$ cat config.mk
export PLATFORM = sky130hd
export DESIGN_NAME = alu_exec_unit
export DESIGN_NICKNAME = d
export VERILOG_FILES = /design/src/rtl/alu_exec_pkg.sv /design/src/rtl/alu_ctrl_decode.sv /design/src/rtl/alu_exec_unit.sv
export SDC_FILE = /design/constraint.sdc
export NUM_CORES = 1
export LEC_CHECK = 0
export ABC_AREA = 0
export CAP_MARGIN = 15
export CORE_MARGIN = 5
export CORE_UTILIZATION = 25
export DETAILED_ROUTE_END_ITERATION = 8
export PLACE_DENSITY_LB_ADDON = 0.15
export SYNTH_ARGS = -nofsm -noshare
export SYNTH_HDL_FRONTEND = slang
export SYNTH_SLANG_ARGS = --single-unit
$ cat constraint.sdc
create_clock -name Clock -period 2.5 [get_ports Clock]
set_input_delay 0.25 -clock Clock [delete_from_list [all_inputs] [get_ports Clock]]
set_output_delay 0.25 -clock Clock [all_outputs]
set_load 0.005 [all_outputs]
$ cat src/rtl/alu_exec_pkg.sv
// Shared constants for the execute stage: ALU_Op classes, funct codes, ALU control codes.
package alu_exec_pkg;

  typedef enum logic [2:0] {
    OP_ADD   = 3'b000,
    OP_SUB   = 3'b001,
    OP_RTYPE = 3'b010,
    OP_AND   = 3'b011,
    OP_OR    = 3'b100,
    OP_SLT   = 3'b101,
    OP_LUI   = 3'b110,
    OP_ADD2  = 3'b111
  } alu_op_e;

  localparam logic [5:0] FN_ADD  = 6'b100000;
  localparam logic [5:0] FN_ADDU = 6'b100001;
  localparam logic [5:0] FN_SUB  = 6'b100010;
  localparam logic [5:0] FN_SUBU = 6'b100011;
  localparam logic [5:0] FN_AND  = 6'b100100;
  localparam logic [5:0] FN_OR   = 6'b100101;
  localparam logic [5:0] FN_XOR  = 6'b100110;
  localparam logic [5:0] FN_NOR  = 6'b100111;
  localparam logic [5:0] FN_SLT  = 6'b101010;
  localparam logic [5:0] FN_SLTU = 6'b101011;
  localparam logic [5:0] FN_SLL  = 6'b000000;
  localparam logic [5:0] FN_SRL  = 6'b000010;
  localparam logic [5:0] FN_SRA  = 6'b000011;
  localparam logic [5:0] FN_JR   = 6'b001000;

  typedef enum logic [3:0] {
    AC_AND  = 4'b0000,
    AC_OR   = 4'b0001,
    AC_ADD  = 4'b0010,
    AC_XOR  = 4'b0011,
    AC_NOR  = 4'b0100,
    AC_SLL  = 4'b0101,
    AC_SUB  = 4'b0110,
    AC_SLT  = 4'b0111,
    AC_SRL  = 4'b1000,
    AC_SRA  = 4'b1001,
    AC_SLTU = 4'b1010,
    AC_LUI  = 4'b1011
  } alu_ctrl_e;

endpackage

$ cat src/rtl/alu_ctrl_decode.sv
// Combinational ALU_Op/Funct decoder producing the ALU control code and jr flag.
module alu_ctrl_decode
  import alu_exec_pkg::*;
(
  input  logic [2:0] ALU_Op,
  input  logic [5:0] Funct,
  output logic [3:0] ALUctrl,
  output logic       JR_Signal
);

  alu_ctrl_e ctrl;

  always_comb begin
    ctrl      = AC_ADD;
    JR_Signal = 1'b0;
    case (alu_op_e'(ALU_Op))
      OP_SUB:   ctrl = AC_SUB;
      OP_AND:   ctrl = AC_AND;
      OP_OR:    ctrl = AC_OR;
      OP_SLT:   ctrl = AC_SLT;
      OP_LUI:   ctrl = AC_LUI;
      OP_RTYPE: begin
        case (Funct)
          FN_ADD, FN_ADDU: ctrl = AC_ADD;
          FN_SUB, FN_SUBU: ctrl = AC_SUB;
          FN_AND:          ctrl = AC_AND;
          FN_OR:           ctrl = AC_OR;
          FN_XOR:          ctrl = AC_XOR;
          FN_NOR:          ctrl = AC_NOR;
          FN_SLT:          ctrl = AC_SLT;
          FN_SLTU:         ctrl = AC_SLTU;
          FN_SLL:          ctrl = AC_SLL;
          FN_SRL:          ctrl = AC_SRL;
          FN_SRA:          ctrl = AC_SRA;
          FN_JR: begin
            ctrl      = AC_ADD;
            JR_Signal = 1'b1;
          end
          default:         ctrl = AC_ADD;
        endcase
      end
      default:  ctrl = AC_ADD;
    endcase
  end

  assign ALUctrl = ctrl;

endmodule

$ cat src/rtl/alu_exec_unit.sv
// Execute stage: ALU control decode, 32-bit ALU, branch target adder, one register stage.
module alu_exec_unit
  import alu_exec_pkg::*;
(
  input  logic        Clock,
  input  logic        Reset,
  input  logic [2:0]  ALU_Op,
  input  logic [5:0]  Funct,
  input  logic [4:0]  Shamt,
  input  logic [31:0] Read_Data_1,
  input  logic [31:0] Operand_B,
  input  logic [31:0] PC_Plus4,
  input  logic [31:0] Sign_Ext,
  output logic [31:0] Alu_Result,
  output logic        Zero,
  output logic [3:0]  ALUctrl,
  output logic        JR_Signal,
  output logic [31:0] Branch_Target
);

  logic [3:0]  ctrl_d;
  logic        jr_d;
  logic [31:0] result_d;
  logic [31:0] target_d;

  alu_ctrl_decode u_decode (
    .ALU_Op    (ALU_Op),
    .Funct     (Funct),
    .ALUctrl   (ctrl_d),
    .JR_Signal (jr_d)
  );

  always_comb begin
    result_d = '0;
    case (ctrl_d)
      AC_AND:  result_d = Read_Data_1 & Operand_B;
      AC_OR:   result_d = Read_Data_1 | Operand_B;
      AC_ADD:  result_d = Read_Data_1 + Operand_B;
      AC_XOR:  result_d = Read_Data_1 ^ Operand_B;
      AC_NOR:  result_d = ~(Read_Data_1 | Operand_B);
      AC_SLL:  result_d = Operand_B << Shamt;
      AC_SUB:  result_d = Read_Data_1 - Operand_B;
      AC_SLT:  result_d = {31'b0, $signed(Read_Data_1) < $signed(Operand_B)};
      AC_SRL:  result_d = Operand_B >> Shamt;
      AC_SRA:  result_d = $unsigned($signed(Operand_B) >>> Shamt);
      AC_SLTU: result_d = {31'b0, Read_Data_1 < Operand_B};
      AC_LUI:  result_d = {Operand_B[15:0], 16'h0000};
      default: result_d = '0;
    endcase
  end

  // Shifting the full word discards Sign_Ext[31:30], matching {Sign_Ext[29:0], 2'b00}.
  assign target_d = PC_Plus4 + (Sign_Ext << 2);

  always_ff @(posedge Clock or posedge Reset) begin
    if (Reset) begin
      Alu_Result    <= '0;
      Zero          <= 1'b1;
      ALUctrl       <= AC_ADD;
      JR_Signal     <= 1'b0;
      Branch_Target <= '0;
    end else begin
      Alu_Result    <= result_d;
      Zero          <= (result_d == '0);
      ALUctrl       <= ctrl_d;
      JR_Signal     <= jr_d;
      Branch_Target <= target_d;
    end
  end

endmodule

[Yosys cells after proc, flatten, opt, wreduce, memory -nomap -nowiden]
Index checks and enable logic that the tools add are counted.
Widths: inputs -> output; s select.
Storage, ports and cells
  input port bits: 144
  output and inout bits: 70
  bits in registers: 70
Cells by class
  add/subtract/negate cells: 3
  bitwise operators: 4
  reduce and logical (&&, ||, !) cells: 4
  $lt $le $gt $ge: 2
  muxes and demuxes: 5
  shifts and indexed selects: 3
  eq/ne operators: 28
Operators with widths (count)
  $pmux 32 s12: 1
  $add 32x32->32: 2
  $lt 32x32->1: 2
  $eq 6x6->1 const B: 8
  $pmux 4 s10: 1
  $and 32x32->32: 1
  $logic_not 32->1: 1
  $not 32->32: 1
  $or 32x32->32: 1
  $shl 32x5->32: 1
  $shr 32x5->32: 1
  $sshr 32x5->32: 1
  $sub 32x32->32: 1
  $xor 32x32->32: 1
  $pmux 4 s6: 1
  $eq 4x3->1 const B: 4
  $eq 4x4->1 const B: 4
  $eq 6x2->1 const B: 2
  $eq 3x3->1 const B: 3
  $eq 4x2->1 const B: 2
  $eq 3x2->1 const B: 2
  $eq 6x4->1 const B: 1
  $logic_not 6->1: 1
  $eq 4x1->1 const B: 1
  4 further kinds: 5

[Logic depth before layout (Yosys ltp)]
  depth in word-level cells: 7
  depth in mapped cells: 17
  gate-level depth less buffers: 16

[Hierarchy]
Synthesis repeated with hierarchy kept, for this count alone.
Second synthesis, totals
  cell total of the unflattened synthesis: 1749
  area total of the unflattened synthesis: 13430.4 um^2
By module, submodules not included
  alu_exec_unit: seq. area each 1754.2 um^2, cells an instance 1717, area each 13213.9 um^2, instances 1
  alu_ctrl_decode: seq. area each 0.0 um^2, cells an instance 32, area each 216.5 um^2, instances 1

[Worst setup path after synthesis]
Ideal clock, no wire load.
  path kind: input to register
  start point: input port Operand_B[13]
  end point: register Zero
  cell stages on the path: 16
  required time: 2.424 ns
  data arrival time: 3.483 ns
  slack: -1.058 ns
  library setup time: 0.076 ns
  path through: clkbuf_1 > inv_1 > ha_1 > clkbuf_1 > inv_1 > nor4_1 > nand3_1 > a21oi_1 > o41ai_1 > o31ai_2 > o211ai_1 > mux2_2 > a211o_1 > nor4_1 > nand4_1 > nor3_2
Between the ends
  cells in the longest elaborated chain, start to end: 4
  elaborated cells on any way between the ends: 13
RTL lines
  start, declared: line alu_exec_unit.sv:11  | input logic [31:0] Operand_B,
  branches (longest 2 deep; another with $sub 32x32->32)
  $pmux 32 s12 (*): line alu_exec_unit.sv:35  | case (ctrl_d)
  $logic_not 32->1 (*): line alu_exec_unit.sv:64  | Zero <= (result_d == '0);
  end signal, assigned: line alu_exec_unit.sv:64
  end, declared: line alu_exec_unit.sv:15  | output logic Zero,
Every way passes the cells marked *.

[Worst setup path after layout]
  start point: input port Funct[1]
  end point: register Zero
Between the ends
  cells in the longest elaborated chain, start to end: 7
  elaborated cells on any way between the ends: 28
RTL lines
  start, declared: line alu_exec_unit.sv:8  | input logic [5:0] Funct,
  $eq 6x6->1: line alu_ctrl_decode.sv:23  | case (Funct)
  $reduce_or 2->1: line alu_ctrl_decode.sv:23
  $pmux 4 s10 (*): line alu_ctrl_decode.sv:23
  $pmux 4 s6 (*): line alu_ctrl_decode.sv:16  | case (alu_op_e'(ALU_Op))
  $eq 4x4->1, or another cell as far along: line alu_exec_unit.sv:35
  $pmux 32 s12 (*): line alu_exec_unit.sv:35
  named net result_d[2]: line alu_exec_unit.sv:23  | logic [31:0] result_d;
  $logic_not 32->1 (*): line alu_exec_unit.sv:64
The timed path passes the listed nets; every way through them passes the cells marked *.

==> impl_metrics.json <==
{
  "synthMuxAreaShare_pct": 15.3,
  "setup_slack_ns": -1.01,
  "numCtsBuffers": 9,
  "switchingPower_mw": 3.77,
  "synth_compound_gate_area_share_pct": 30.2,
  "io_buffer_count": 211,
  "core-area_um2": 56400,
  "tritoncts_clock_tree": "done",
  "synth_async_sr_flop_share_pct": 100,
  "cts_max_path_buffers": 2,
  "grt_max_degree": 71,
  "grt_pass1_wl_um": 134000,
  "die-height_um": 249,
  "place_hpwl_um": 75500,
  "maxSlewViolCount": 0,
  "antenna_found_initial": 8,
  "worst_setup_path_startpoint": "Funct[1]",
  "synth_adder_area_share_pct": 11.4,
  "ctsHoldBuffers": 0,
  "synthesis.instances": 1896,
  "setup-tns-final_ns": -12.58,
  "timing.final.hold_violations": 0,
  "detail_route.wl_per_cell_um": 24.8,
  "max_cap_viol_count": 0,
  "post_synth_and_or_nand_nor_area_fraction_pct": 20.4,
  "drc_errors": 0,
  "end_of_the_worst_hold_path": "Branch_Target[2]",
  "synth_top_area_share_pct": 11.9,
  "p_total_mw": 9.27,
  "globalplace.congestion": 1.01,
  "grt_setup_unrepaired": "true",
  "p_int_mw": 5.50,
  "gr_layer_usage_met1_pct": 37.1,
  "worst-slew-pin-transition_ns": 0.839,
  "cellLeakagePower_nw": 12.1,
  "yosysTopAreaCell": "dfrtp_1",
  "synth_xor_area_share_pct": 2.45,
  "result_of_the_run": "finished, violations left",
  "ctsRootBufferMaster": "clkbuf_16",
  "seq_area_frac_synth_pct": 12.3,
  "drt-total-wl_um": 91600,
  "violated_checks": "negative setup slack",
  "synthMostInstantiatedCell": "nor2_1",
  "syn_nets": 2168,
  "critical_setup_path_kind": "input pin to flop",
  "postSynth.topFlopCell": "dfrtp_1",
  "drt_first_iter_violations": 1714,
  "timing.critical_path.fanout_max": 5,
  "io-pin-count": 214,
  "worstHoldPathCells": 2,
  "yosysWarnings": 0,
  "remaining_max_slew_budget_at_the_tightest_pin_pct": 43.9,
  "post_place_cells": 3533,
  "ctsHtreeMaxLevel": 3,
  "final_layout_size_suffix_gt1_share_pct": 50.5,
  "globalRoute.busiestLayer": "met2",
  "cts_num_sinks": 70,
  "pwr-share-seq_pct": 15.1,
  "crit_path_top_delay_cell": "or4b_4",
  "max_stage_delay_ns": 0.50,
  "fp-row-count": 87,
  "grt_usage_pct": 27.9,
  "floorplan.initialDensity_pct": 25.3,
  "ant_nets": 0,
  "combPwrFrac_pct": 70.0,
  "placement.setup.worst_slack_ns": -2.13,
  "hold_path.startpoint": "PC_Plus4[2]",
  "vdd.ir_drop.worst_mv": 0.330,
  "cellPowerDensity_nw_per_um2": 340,
  "cp.buffers_inverters": 6,
  "synth_edf_count": 0,
  "netlist_top_cells_area": "dfrtp_1 12%, ha_1 11%, mux4_2 6.6%",
  "critical_path_required_ns": 2.78,
  "post_syn_area_per_cell_um2": 7.52,
  "cp_data_arrival_time_ns": 3.79,
  "via_per_inst": 5.43,
  "worst_setup_path_end_kind": "flop",
  "syn_to_final_growth_pct": 91.1,
  "critical-path-top-delay-family": "simple AND/OR/NAND/NOR gates",
  "crit_path_start_kind": "input pin",
  "period_minus_slack_ns": 3.51,
  "path_cells": "clkdlybuf4s15_1 > buf_6 > buf_4 > and2_1 > o211ai_1 > a31oi_1 > buf_4 > a22oi_1 > nor3_2 > a211oi_2 > o211ai_1 > buf_4 > nor2_1 > or4b_4 > nor4_4 > buf_4 > nand4_1 > nor3_2",
  "synth_top_family_by_area": "compound AO/OA/AOI/OAI gates",
  "synth.ff_latch_count": 70,
  "die_w_um": 249,
  "global_route.usage.met3_pct": 3.58,
  "drt_pass1_iterations": 5,
  "clock_power_share_pct": 14.9,
  "sw_frac_of_total_pct": 40.7,
  "grt-ovfl-total": 0,
  "max_clock_freq_ghz": 0.285,
  "path_clk_slew_ns": 0.06,
  "die_area_um2": 61900,
  "finalCritPeriodShare_pct": 141,
  "dr_total_vias": 20000,
  "grt_pass1_vias": 20300,
  "endpoints_failing_setup": 36,
  "synth_commonest_cells": "190 x nor2_1, 165 x nand2_1, 136 x a21oi_1",
  "hold_path_class": "input pin to flop",
  "finish.net_count": 3196,
  "groute.layer.met2.usage_pct": 47.8,
  "post_synth_num_cell_types": 102,
  "dpl_cell_area_um2": 23400,
  "layout.cells.non_filler": 3687,
  "mappedNetlistArea_um2": 14300,
  "critPathMostFrequentCell": "buf_4",
  "layout.cell_area.non_filler_um2": 27200
}
==> kinds of logic after synthesis <==
kind of cell	Yosys count
flops	70
mux	153
simple gates	615
xor+xnor	39
fa+ha+maj	128
compound gates	622
buf+inv	269
==> sequential cells by signal, summed over array words and instances, names as in the netlist <==
| register | count |
|---|---|
| Zero | 1 |
| JR_Signal | 1 |
| Alu_Result | 32 |
| Branch_Target | 32 |
| ALUctrl | 4 |
==> through the flow <==
step           hold slack [ns]  util, %
6_report                 0.117     48.3
5_1_grt                  0.109     48.3
2_1_floorplan            0.281        -
3_5_place_dp             0.680     41.6
4_1_cts                  0.102     46.7
3_3_place_gp             0.681     41.6
==> placed cells by master, fill, tap and decap left out, types with 12 or more instances in the layout <==
cell type / netlist / final
mux2_2: 26 / 21
nand2b_1: 23 / 17
mux2i_1: 77 / 65
inv_2: 2 / 25
o21ai_0: 115 / 82
buf_6: 4 / 108
dlygate4sd2_1: 0 / 19
nand4_1: 18 / 18
a221o_1: 13 / 13
a211oi_2: 0 / 13
a211oi_1: 45 / 22
ha_1: 125 / 77
a21oi_1: 136 / 104
nor2b_1: 20 / 15
buf_2: 43 / 19
xnor2_1: 36 / 35
ha_4: 0 / 38
nand3_1: 56 / 42
o21ai_1: 8 / 18
inv_1: 119 / 79
buf_12: 0 / 23
nand2_1: 165 / 149
o22ai_1: 23 / 17
o21ai_2: 0 / 18
mux4_2: 42 / 45
clkdlybuf4s15_1: 0 / 18
a211o_1: 13 / 13
nand2_2: 0 / 12
buf_4: 9 / 822
a22oi_1: 23 / 23
clkbuf_2: 0 / 16
o211ai_1: 34 / 34
a21oi_2: 1 / 22
dfrtp_1: 68 / 68
nor2_1: 190 / 174
a21o_1: 26 / 26
clkdlybuf4s50_1: 0 / 124
nor3_1: 50 / 34
==> power by group through the flow <==
| stage | registers [mW] | logic, mW | clock network, mW |
|---|---|---|---|
| 2_1_floorplan | 1.44 | 2.34 | 0 |
| 3_3_place_gp | 1.42 | 5.50 | 0 |
| 3_5_place_dp | 1.42 | 5.49 | 0 |
| 4_1_cts | 1.40 | 6.15 | 1.42 |
| 5_1_grt | 1.42 | 6.86 | 1.46 |
| 6_report | 1.40 | 6.49 | 1.38 |
==> routing by layer <==
metal  vias to the layer above  part of all wire [%]
met4                        10                   3.0
met5                         -                 0.075
li1                       9178                     -
met1                      9900                    43
met2                       781                    48
met3                       141                   6.2
==> worst max path at each step <==
| stage | endpoint | slack, ns | cells past startpoint |
|---|---|---|---|
| floorplan | Zero | -0.71 | 16 |
| global route | Zero | -1.04 | 18 |
| global placement | Zero | -2.10 | 16 |
| detailed placement | Zero | -2.13 | 16 |
| finish | Zero | -1.01 | 18 |
| CTS | Zero | -0.98 | 19 |
==> layout make-up <==
| cell class | instances | area (um2) |
|---|---|---|
| timing repair inverter | 1 | 8.76 |
| tap | 756 | 946 |
| multi-input combinational | 1557 | 13900 |
| clock inverter | 4 | 53.8 |
| sequential | 70 | 1750 |
| timing repair buffer | 1162 | 9790 |
| antenna | 2 | 5.00 |
| clock buffer | 12 | 267 |
| inverter | 123 | 531 |
| fill | 5552 | 29100 |
==> repair_timing <==
item	in CTS	in global routing
buffers inserted	121	48
gates cloned	2	0
pin swaps	166	122
resized for setup	588	221
endpoints found under the setup margin	46	45
No activity file was read; power rests on OpenSTA's default activity.
